## src/rtl/mem_stage_pkg.sv

```systemverilog
// Shared types and constants for the MEM stage and its SRAM controller.
// The state encoding is fixed so that waveform viewers show stable values.
package mem_stage_pkg;

    typedef enum logic [1:0] {
        S_IDLE = 2'd0,
        S_LO   = 2'd1,
        S_HI   = 2'd2,
        S_DONE = 2'd3
    } state_t;

    localparam logic [31:0] DATA_BASE_DEF = 32'd1024;
    localparam int          SRAM_AW       = 18;
    localparam int          SRAM_DW       = 16;
    localparam int          WORD_IW       = SRAM_AW - 1;

endpackage

```

## src/rtl/mem_stage_if.sv

```systemverilog
// Pin bundle of the external 16-bit SRAM.
// The top level turns DQ_OUT/DQ_OE/DQ_IN into the real inout.
interface mem_stage_if;
    import mem_stage_pkg::*;

    logic [SRAM_AW-1:0] SRAM_ADDR;
    logic               SRAM_WE_N;
    logic [SRAM_DW-1:0] SRAM_DQ_OUT;
    logic               SRAM_DQ_OE;
    logic [SRAM_DW-1:0] SRAM_DQ_IN;

    modport master (
        output SRAM_ADDR,
        output SRAM_WE_N,
        output SRAM_DQ_OUT,
        output SRAM_DQ_OE,
        input  SRAM_DQ_IN
    );

    modport slave (
        input  SRAM_ADDR,
        input  SRAM_WE_N,
        input  SRAM_DQ_OUT,
        input  SRAM_DQ_OE,
        output SRAM_DQ_IN
    );

endinterface

```

## src/rtl/mem_stage_sram_controller.sv

```systemverilog
// Two half-word SRAM accesses per 32-bit load/store.
// FSM, access timer, registered SRAM pins and read capture.
module sram_controller
    import mem_stage_pkg::*;
#(
    parameter int ACCESS_CYCLES = 2
) (
    input  logic               clk,
    input  logic               rst,
    input  logic               i_req,
    input  logic               i_wr,
    input  logic [WORD_IW-1:0] i_index,
    input  logic [31:0]        i_wdata,
    output logic [31:0]        o_rdata,
    output logic               o_ready,
    mem_stage_if.master        sram
);

    localparam logic [3:0] CNT_LOAD = 4'(ACCESS_CYCLES - 1);

    state_t               r_state;
    logic [3:0]           r_cnt;
    logic                 r_wr;
    logic [WORD_IW-1:0]   r_index;
    logic [SRAM_DW-1:0]   r_wdata_hi;
    logic [SRAM_DW-1:0]   r_rd_lo;
    logic [31:0]          r_rdata;
    logic [SRAM_AW-1:0]   r_addr;
    logic                 r_we_n;
    logic [SRAM_DW-1:0]   r_dq_out;
    logic                 r_oe;

    always_ff @(posedge clk) begin
        if (rst) begin
            r_state    <= S_IDLE;
            r_cnt      <= '0;
            r_wr       <= 1'b0;
            r_index    <= '0;
            r_wdata_hi <= '0;
            r_rd_lo    <= '0;
            r_rdata    <= '0;
            r_addr     <= '0;
            r_we_n     <= 1'b1;
            r_dq_out   <= '0;
            r_oe       <= 1'b0;
        end else begin
            unique case (r_state)
                S_IDLE: begin
                    if (i_req) begin
                        r_state    <= S_LO;
                        r_cnt      <= CNT_LOAD;
                        r_wr       <= i_wr;
                        r_index    <= i_index;
                        r_wdata_hi <= i_wdata[31:16];
                        r_addr     <= {i_index, 1'b0};
                        r_we_n     <= ~i_wr;
                        r_dq_out   <= i_wr ? i_wdata[15:0] : '0;
                        r_oe       <= i_wr;
                    end
                end
                S_LO: begin
                    if (r_cnt == 4'd0) begin
                        if (!r_wr) r_rd_lo <= sram.SRAM_DQ_IN;
                        r_state  <= S_HI;
                        r_cnt    <= CNT_LOAD;
                        r_addr   <= {r_index, 1'b1};
                        r_dq_out <= r_wr ? r_wdata_hi : '0;
                    end else begin
                        r_cnt <= r_cnt - 4'd1;
                    end
                end
                S_HI: begin
                    if (r_cnt == 4'd0) begin
                        // Result only moves when the whole word is in.
                        if (!r_wr) r_rdata <= {sram.SRAM_DQ_IN, r_rd_lo};
                        r_state  <= S_DONE;
                        r_addr   <= '0;
                        r_we_n   <= 1'b1;
                        r_dq_out <= '0;
                        r_oe     <= 1'b0;
                    end else begin
                        r_cnt <= r_cnt - 4'd1;
                    end
                end
                S_DONE: begin
                    r_state <= S_IDLE;
                end
            endcase
        end
    end

    assign o_ready = (r_state == S_DONE)
                   || ((r_state == S_IDLE) && !i_req);
    assign o_rdata = r_rdata;

    assign sram.SRAM_ADDR   = r_addr;
    assign sram.SRAM_WE_N   = r_we_n;
    assign sram.SRAM_DQ_OUT = r_dq_out;
    assign sram.SRAM_DQ_OE  = r_oe;

endmodule

```

## src/rtl/mem_stage.sv

```systemverilog
// MEM pipeline stage: maps the ALU address onto SRAM words and
// arbitrates load/store requests into the SRAM controller.
module mem_stage
    import mem_stage_pkg::*;
#(
    parameter int          ACCESS_CYCLES = 2,
    parameter logic [31:0] DATA_BASE     = DATA_BASE_DEF
) (
    input  logic        clk,
    input  logic        rst,
    input  logic        MEM_R_EN,
    input  logic        MEM_W_EN,
    input  logic [31:0] ALU_result,
    input  logic [31:0] ST_val,
    output logic [31:0] mem_read_value,
    output logic        ready,
    mem_stage_if.master sram
);

    logic [31:0]        w_offset;
    logic [WORD_IW-1:0] w_index;
    logic               w_req;
    logic               w_wr;
    logic               w_unused;

    // Out-of-range offsets alias silently onto the SRAM.
    assign w_offset = ALU_result - DATA_BASE;
    assign w_index  = w_offset[18:2];
    assign w_unused = ^{w_offset[31:19], w_offset[1:0]};

    assign w_req = MEM_R_EN | MEM_W_EN;
    assign w_wr  = MEM_W_EN;

    sram_controller #(
        .ACCESS_CYCLES (ACCESS_CYCLES)
    ) u_ctrl (
        .clk     (clk),
        .rst     (rst),
        .i_req   (w_req),
        .i_wr    (w_wr),
        .i_index (w_index),
        .i_wdata (ST_val),
        .o_rdata (mem_read_value),
        .o_ready (ready),
        .sram    (sram)
    );

endmodule

```

## src/flat_wrapper.sv

```systemverilog
// flat-port wrapper written by rule: the top's interface ports become plain ports
module mem_stage_flat import mem_stage_pkg::*;
#(
    parameter int          ACCESS_CYCLES = 2,
    parameter logic [31:0] DATA_BASE     = DATA_BASE_DEF
)
  (clk, rst, MEM_R_EN, MEM_W_EN, ALU_result, ST_val, mem_read_value, ready, sram_SRAM_ADDR, sram_SRAM_WE_N, sram_SRAM_DQ_OUT, sram_SRAM_DQ_OE, sram_SRAM_DQ_IN);
  mem_stage_if sram_i ();
  input  logic clk;
  input  logic rst;
  input  logic MEM_R_EN;
  input  logic MEM_W_EN;
  input  logic [31:0] ALU_result;
  input  logic [31:0] ST_val;
  output logic [31:0] mem_read_value;
  output logic ready;
  output wire logic [$bits(sram_i.SRAM_ADDR)-1:0] sram_SRAM_ADDR;
  output wire logic [$bits(sram_i.SRAM_WE_N)-1:0] sram_SRAM_WE_N;
  output wire logic [$bits(sram_i.SRAM_DQ_OUT)-1:0] sram_SRAM_DQ_OUT;
  output wire logic [$bits(sram_i.SRAM_DQ_OE)-1:0] sram_SRAM_DQ_OE;
  input wire logic [$bits(sram_i.SRAM_DQ_IN)-1:0] sram_SRAM_DQ_IN;
  assign sram_SRAM_ADDR = sram_i.SRAM_ADDR;
  assign sram_SRAM_WE_N = sram_i.SRAM_WE_N;
  assign sram_SRAM_DQ_OUT = sram_i.SRAM_DQ_OUT;
  assign sram_SRAM_DQ_OE = sram_i.SRAM_DQ_OE;
  assign sram_i.SRAM_DQ_IN = sram_SRAM_DQ_IN;
  mem_stage #(.ACCESS_CYCLES(ACCESS_CYCLES), .DATA_BASE(DATA_BASE)) u_core (.clk(clk), .rst(rst), .MEM_R_EN(MEM_R_EN), .MEM_W_EN(MEM_W_EN), .ALU_result(ALU_result), .ST_val(ST_val), .mem_read_value(mem_read_value), .ready(ready), .sram(sram_i));
endmodule
```

## config.mk

```make
export PLATFORM = sky130hd
export DESIGN_NAME = mem_stage_flat
export DESIGN_NICKNAME = d
export VERILOG_FILES = /design/src/rtl/mem_stage_pkg.sv /design/src/rtl/mem_stage_if.sv /design/src/rtl/mem_stage_sram_controller.sv /design/src/rtl/mem_stage.sv /design/src/flat_wrapper.sv
export SDC_FILE = /design/constraint.sdc
export NUM_CORES = 1
export LEC_CHECK = 0
export ABC_AREA = 1
export ABC_CLOCK_PERIOD_IN_PS = 2800
export BUFFER_PORTS_ARGS = -buffer_cell sky130_fd_sc_hd__buf_4
export CAP_MARGIN = 20
export CORE_UTILIZATION = 45
export CTS_CLUSTER_DIAMETER = 40
export DETAILED_ROUTE_END_ITERATION = 12
export MAX_ROUTING_LAYER = met4
export PLACE_DENSITY = 0.74
export REMOVE_ABC_BUFFERS = 1
export SLEW_MARGIN = 20
export SYNTH_ARGS = -nofsm -noshare
export SYNTH_HDL_FRONTEND = slang
export SYNTH_SLANG_ARGS = --single-unit
```

## constraint.sdc

```tcl
create_clock -name clk -period 2.8 [get_ports clk]
set_clock_uncertainty 0.1 [all_clocks]
set_input_delay 0.14 -clock clk [delete_from_list [all_inputs] [get_ports clk]]
set_output_delay 0.14 -clock clk [all_outputs]
set_load 0.005 [all_outputs]
```

==> results of run 1 <==
[layout make-up]
type                       instances  area [um^2]
tap                              143          179
timing repair buffer             198         1600
sequential                       124         2480
fill                             979         3970
inverter                          42          158
clock inverter                     7          135
multi-input combinational        540         2450
clock buffer                      25          485
[synth_stat cells (4+ instances only)]
cell type and count:
nand4_1 4, nand3_1 65, clkbuf_1 26, o21ai_0 97, inv_2 4, buf_1 4
buf_2 15, a21oi_1 48, dfxtp_1 124, ha_1 8, nor2_1 162, nand2_1 138
inv_1 37
[power by group through the flow]
stage,Clock (mW),Combinational [mW],Sequential [mW]
5_1_grt,2.43,3.41,2.67
3_5_place_dp,0,2.95,2.62
2_1_floorplan,0,1.74,2.61
6_report,2.32,3.02,2.60
4_1_cts,2.34,3.02,2.60
3_3_place_gp,0,2.90,2.61
[cell families (layout without fill, tap and decap cells)]
group / Yosys count / after routing / share of synthesized area [%]
xor+xnor: 1 / 1 / 0.165
flops: 124 / 124 / 46.7
compound gates: 154 / 154 / 15.0
fa+ha+maj: 8 / 8 / 1.88
buf+inv: 91 / 272 / 7.15
simple gates: 377 / 377 / 29.1
[registers in the layout (all words and copies together) (netlist names)]
signal,count
u_core.u_ctrl.sram.SRAM_DQ_OE,1
u_core.u_ctrl.r_wdata_hi,16
u_core.u_ctrl.sram.SRAM_WE_N,1
u_core.u_ctrl.r_index,17
u_core.u_ctrl.r_state,2
u_core.u_ctrl.sram.SRAM_ADDR,18
u_core.u_ctrl.r_rd_lo,16
u_core.u_ctrl.r_cnt,4
u_core.u_ctrl.r_wr,1
u_core.u_ctrl.sram.SRAM_DQ_OUT,16
u_core.u_ctrl.o_rdata,32
[stage by stage]
| step | worst slack, ns | util, % | area [um^2] |
|---|---|---|---|
| 4_1_cts | 0.733 | 65.4 | 7500 |
| 2_1_floorplan | 0.217 | - | 5090 |
| 3_3_place_gp | 0.773 | 55.9 | 6410 |
| 5_1_grt | 0.577 | 65.4 | 7500 |
| 3_5_place_dp | 0.743 | 55.9 | 6410 |
| 6_report | 0.727 | 65.4 | 7500 |
[worst paths after layout]
check                                              start                                      to  slack (ns)  cells past startpoint
setup / recovery   u_core.u_ctrl.r_state[1]$_SDFFE_PP0P_   u_core.u_ctrl.r_rd_lo[9]$_SDFFE_PP0P_        0.73                      8
hold / removal                            ALU_result[14]  u_core.u_ctrl.r_index[12]$_SDFFE_PP0P_       0.008                      5
setup reg to reg   u_core.u_ctrl.r_state[1]$_SDFFE_PP0P_   u_core.u_ctrl.r_rd_lo[9]$_SDFFE_PP0P_        0.73                      8
hold reg to reg   u_core.u_ctrl.o_rdata[24]$_SDFFE_PP0P_  u_core.u_ctrl.o_rdata[24]$_SDFFE_PP0P_        0.36                      2
[critical path: cells and delay by family, from the launching register on]
family | cells | cell delay, ns
DFF | 1 | 0.33
and+or+nand+nor | 3 | 0.42
buffers and inverters | 4 | 0.77
adders and majority gates | 1 | 0.33
[layer usage]
metal  GRT usage [%]  share of wire [%]
met1            30.8                 46
met2            40.6                 47
met3            4.59                4.3
met4            12.4                2.8
met5               -                  0
==> impl_results.md, run 1 <==
- Crit-path cells: inv_1 > ha_1 > inv_1 > nor3_4 > buf_4 > inv_1 > nor2_1 > nor2_1
- Largest stage delay, worst path: roughly 0.33 ns
- CTS Sinks: about 120
- Hold WC Path Type: in -> reg
- Most common cell after layout, fill and taps aside: nor2_1
- Layout Area Growth over Synthesis: 41.0%
- Final net count: just over 1000
- Netlist cell types: 30
- Seq pwr share: between 30% and 40%
- Congestion Overflow GR: 0
- Critical path type: reg -> reg
- Synth top area share: 46.7%
- DRC Markers: 0
- Slowest cell on the critical path: dfxtp_1
- Post-CTS Setup Bufs: 0
- Cell Int Power: between 5 and 6 mW
- Final wirelength: ~15 mm
- Net Sw Frac: 36.5%
- Initial antenna violation count: 0
- Final hold violation count: 0
- Final Max Tran Viols: 0
- Commonest non-fill, non-tap cells in the layout: nor2_1 (162), buf_4 (152), nand2_1 (138)
- Post-route ant nets: 0
- CTS resizes: 0
- CTS root buf: clkbuf_16
- Placer Congestion: between 0.7 and 0.8
- Status: finished, final reports clean
- Pwr Density: ~1100 nW/um^2
- CTS Buf Count: 17
- Top area cells in the synthesized netlist: dfxtp_1 (47%), nor2_1 (11%), nand2_1 (9.7%), o21ai_0 (9.1%), nand3_1 (6.1%)
- Die W: roughly 110 um
- Die area: roughly 12000 um^2
- Clk pin slew, worst setup/hold paths: 0.06 ns
- Via count: ~5500
- Most used cell, CP: inv_1
- Post-synthesis sequential area ratio: approximately 47%
- Routed vias/inst: roughly 5.1
- Initial Util: roughly 46%
- Clock power share: between 20% and 30%
- DP Cell Count: ~1000
- Worst IR Drop VDD: between 0.6 and 0.7 mV
- # diodes: 0
- Setup-failing EPs final: 0
- Sw power: 2.90 mW
- Die Span Y: around 110 um
- Top Ports: 153
- Pleak: around 3.4 nW
- Post-Layout Cell Count: 1079
- Worst EP required: 3.01 ns
- Slew @ Worst Pin: just over 0.6 ns
- Clock Latency Late Sink: between 0.4 and 0.5 ns
- Mapped Area: between 5000 and 6000 um^2
- Relative slew slack: 58.9%
- CTS hold repair buffers: 46
- Layout cells sized above 1: about 20%
- Global-route wire length before repair: 24.4 mm
- PortBufs: 137
- Critical-path maximum fanout: 17
- Avg Inst Size Synth: 7.04 um^2
- Fin crit period: slightly above 2 ns
- Largest net degree at the start of global routing: 42
- Tot GR Track Use: between 20 and 30%
- Post-synth top area cell: dfxtp_1
- Pwr Total: ~8 mW
- Setup_tns: 0 ns
- Post-synth EDFFs: 0
- Setup crit end kind: flop
- Iter 0 DRT Violations: 461
- Row count: 39
- Logic pwr share: 38.0%
- Max-Cap Viols: 0
- Max H-tree Level: 4
- Hold Worst Slack: between 0.007 and 0.008 ns
- RSZ-0062 raised after global routing: false
- FMAX: between 400 and 500 MHz
- CTS tree: done
- Mapped Cells: between 700 and 800
- Ys flop type: dfxtp_1
- Total core area: ~11000 um^2
- DRT Pass-1 Iters: 4
- #FFs+latches synth: between 100 and 150
- Post-DP HPWL: between 8 and 9 mm
- CTS max path bufs: 2
- Async SR Flop Fraction: 0%
- Wire per inst: between 10 and 15 um
- CP arrival: between 2 and 2.5 ns
- Startpoint types: flop
- Period utilization: about three quarters
- Vias in the first global route: slightly above 5000
- Yosys warns: 0
Note: power is estimated with default switching activity, not from simulation.
==> inputs of run 2 (changes only) <==
Settings changed: ABC_CLOCK_PERIOD_IN_PS 2800 to 1900, PLACE_DENSITY 0.74 to 0.77.
Clock period 2.8 ns to 1.9 ns, I/O delays scaled along.
==> run 2 against run 1 <==
  * Critical path depth down 2
  * Sequential power up 48%
  * Non-clock buffer count up 34
  * Core utilization up 3.2 points
  * Hold slack better by 0.017 ns
  * Flip-flop and latch count unchanged
==> impl_results.md, run 2 (synthesis results as in run 1) <==
- Final hold violation count: 0 (unchanged)
- Clk pin slew, worst setup/hold paths: 0.06 ns (about the same)
- Hold Worst Slack: 0.0250 ns (was 0.00795 ns)
- Setup crit end kind: primary output (was flop)
- Worst IR Drop VDD: 0.795 mV (was 0.649 mV)
- Status: finished, final reports clean (unchanged)
- Initial Util: 46.4% (unchanged)
- Final net count: 1049 (was 1015)
- Relative slew slack: 70.0% (was 58.9%)
- CTS root buf: clkbuf_16 (unchanged)
- Post-route ant nets: 0 (unchanged)
- Die Span Y: 111 um (unchanged)
- Via count: 5716 (was 5452)
- Area occupied by multi-input gates: 2470 um^2 (was 2450 um^2)
- Clock power share: 26.4% (was 29.2%)
- Iter 0 DRT Violations: 453 (was 461)
- Pwr Density: 1540 nW/um^2 (was 1060 nW/um^2)
- CTS Sinks: 124 (unchanged)
- DP Cell Count: 1012 (was 1001)
- Layout cells sized above 1: 22.3% (was 20.3%)
- Layout Area Growth over Synthesis: 47.9% (was 41.0%)
- Congestion Overflow GR: 0 (unchanged)
- Global-route wire length before repair: 26.2 mm (was 24.4 mm)
- Seq pwr share: 31.8% (was 32.8%)
- Worst EP required: 1.70 ns (was 3.01 ns)
- Hold WC Path Type: in -> reg (unchanged)
- Die W: 111 um (unchanged)
- Top Ports: 153 (unchanged)
- Max-Cap Viols: 0 (unchanged)
- Die area: 12300 um^2 (unchanged)
- Wire per inst: 14.0 um (was 13.8 um)
- Critical-path maximum fanout: 6 (was 17)
- DRC Markers: 0 (unchanged)
- Period utilization: between 90% and 100%
- CTS max path bufs: 2 (unchanged)
- RSZ-0062 raised after global routing: true (was false)
- Slew @ Worst Pin: 0.450 ns (was 0.616 ns)
- Initial antenna violation count: 1 (was 0)
- Final Max Tran Viols: 0 (unchanged)
- Setup-failing EPs final: 0 (unchanged)
- Post-Route Utilization: 68.6% (was 65.4%)
- PortBufs: 137 (unchanged)
- Worst setup margin: 0.0764 ns (was 0.727 ns)
- Total core area: 11500 um^2 (unchanged)
- Largest register FFs: 32 (unchanged)
- Critical path type: reg -> out (was reg -> reg)
- Largest net degree at the start of global routing: 53 (was 42)
- Cell Int Power: 7.48 mW (was 5.05 mW)
- Logic pwr share: 41.7% (was 38.0%)
- CTS tree: done (unchanged)
- Register area: 2480 um^2 (about the same)
- # fillers: 902 (was 979)
- Startpoint types: flop (unchanged)
- Routed vias/inst: 5.13 (was 5.05)
- Most common cell after layout, fill and taps aside: nor2_1 (unchanged)
- Sw power: 4.59 mW (was 2.90 mW)
- Tot GR Track Use: 27.1% (was 25.3%)
- Net Sw Frac: 38.0% (was 36.5%)
- Post-Layout Cell Count: 1114 (was 1079)
- Clock Latency Late Sink: 0.41 ns (was 0.42 ns)
- CP arrival: 1.63 ns (was 2.28 ns)
- Row count: 39 (unchanged)
- Final wirelength: 15.6 mm (was 14.8 mm)
- Commonest non-fill, non-tap cells in the layout: nor2_1 (161), buf_4 (158), nand2_1 (137) (was nor2_1 (162), buf_4 (152), nand2_1 (138))
- Pleak: 3.58 nW (was 3.43 nW)
- DRT Pass-1 Iters: 6 (was 4)
- Vias in the first global route: 5405 (was 5070)
- CTS Buf Count: 17 (unchanged)
- Fin crit period: around 1.8 ns
- Post-place setup slack: -0.117 ns (was 0.743 ns)
- Placer Congestion: 0.809 (was 0.780)
- Max H-tree Level: 4 (unchanged)
- Post-DP HPWL: 9.01 mm (was 8.76 mm)
- FMAX: ~550 MHz
## run 2: cell types whose count changed in the layout (fill, tap and decap cells not counted), moves of 3 or more
cell           previous run  this run
buf_12                    0         4
buf_4                   152       158
buf_6                     0         4
clkbuf_1                  5         0
clkbuf_8                  3         0
clkinv_4                  0         5
clkinvlp_4                0         4
dlygate4sd3_1            46        65
inv_6                     0         3
o21ai_0                  97        91
o21ai_1                   2         8
## run 2: area by class of cell
class / instances / share of cell area (%)
diodes: 1 / 0.0318
repair buffers: 232 / 25.1
well taps: 143 / 2.27
clock inverters: 15 / 2.10
multi-input cells: 540 / 31.4
inverters: 42 / 2.12
flip-flops and latches: 124 / 31.6
clock buffers: 17 / 5.41
## run 2: metrics by stage
step | TNS (ns) | area [um^2] | total power [mW]
final | 0 | 7870 | 12.1
after global routing | -0.133 | 7870 | 12.9
after CTS | 0 | 7810 | 11.8
after detailed placement | -1.60 | 6550 | 8.46
after global placement | -0.379 | 6550 | 8.37
after floorplan | -39.29 | 5090 | 6.42
## run 2: worst paths after layout
path / slack, ns / startpoint / endpoint / cells past startpoint
max: 0.08 / u_core.u_ctrl.r_state[1]$_SDFFE_PP0P_ / ready / 6
min: 0.03 / ALU_result[11] / u_core.u_ctrl.r_index[9]$_SDFFE_PP0P_ / 4
max reg2reg: 0.08 / u_core.u_ctrl.r_state[1]$_SDFFE_PP0P_ / u_core.u_ctrl.sram.SRAM_DQ_OUT[8]$_SDFFE_PP0P_ / 9
min reg2reg: 0.36 / u_core.u_ctrl.o_rdata[17]$_SDFFE_PP0P_ / u_core.u_ctrl.o_rdata[17]$_SDFFE_PP0P_ / 2
## run 2: worst max-delay path, cell delays in order, from the launching register on
cell and delay [ns]:
dfxtp_2 0.33, inv_1 0.08, buf_4 0.12, ha_1 0.22, nand3_2 0.19, nand2_2 0.14, buf_4 0.12
## run 2: power groups by stage
stage | registers (mW) | clock network [mW] | logic [mW]
4_1_cts | 3.82 | 3.22 | 4.76
3_5_place_dp | 3.87 | 0 | 4.59
3_3_place_gp | 3.85 | 0 | 4.52
5_1_grt | 3.95 | 3.35 | 5.64
2_1_floorplan | 3.85 | 0 | 2.57
6_report | 3.84 | 3.19 | 5.04
## run 2: layer usage
metal	GRT usage [%]	wire length, um	share of wire (%)
met5	-	0	0
met4	14.1	636	4.1
met3	5.85	861	5.5
met2	43.1	7490	48
met1	32.2	6590	42
## run 2: repair_timing
item / in CTS / in global routing
buffers inserted: 2 / 2
endpoints found under the setup margin: 16 / 91
pin swaps: 1 / 2
resized for setup: 1 / 20
hold buffers: 65 / 0
hold endpoints to repair: 94 / 0
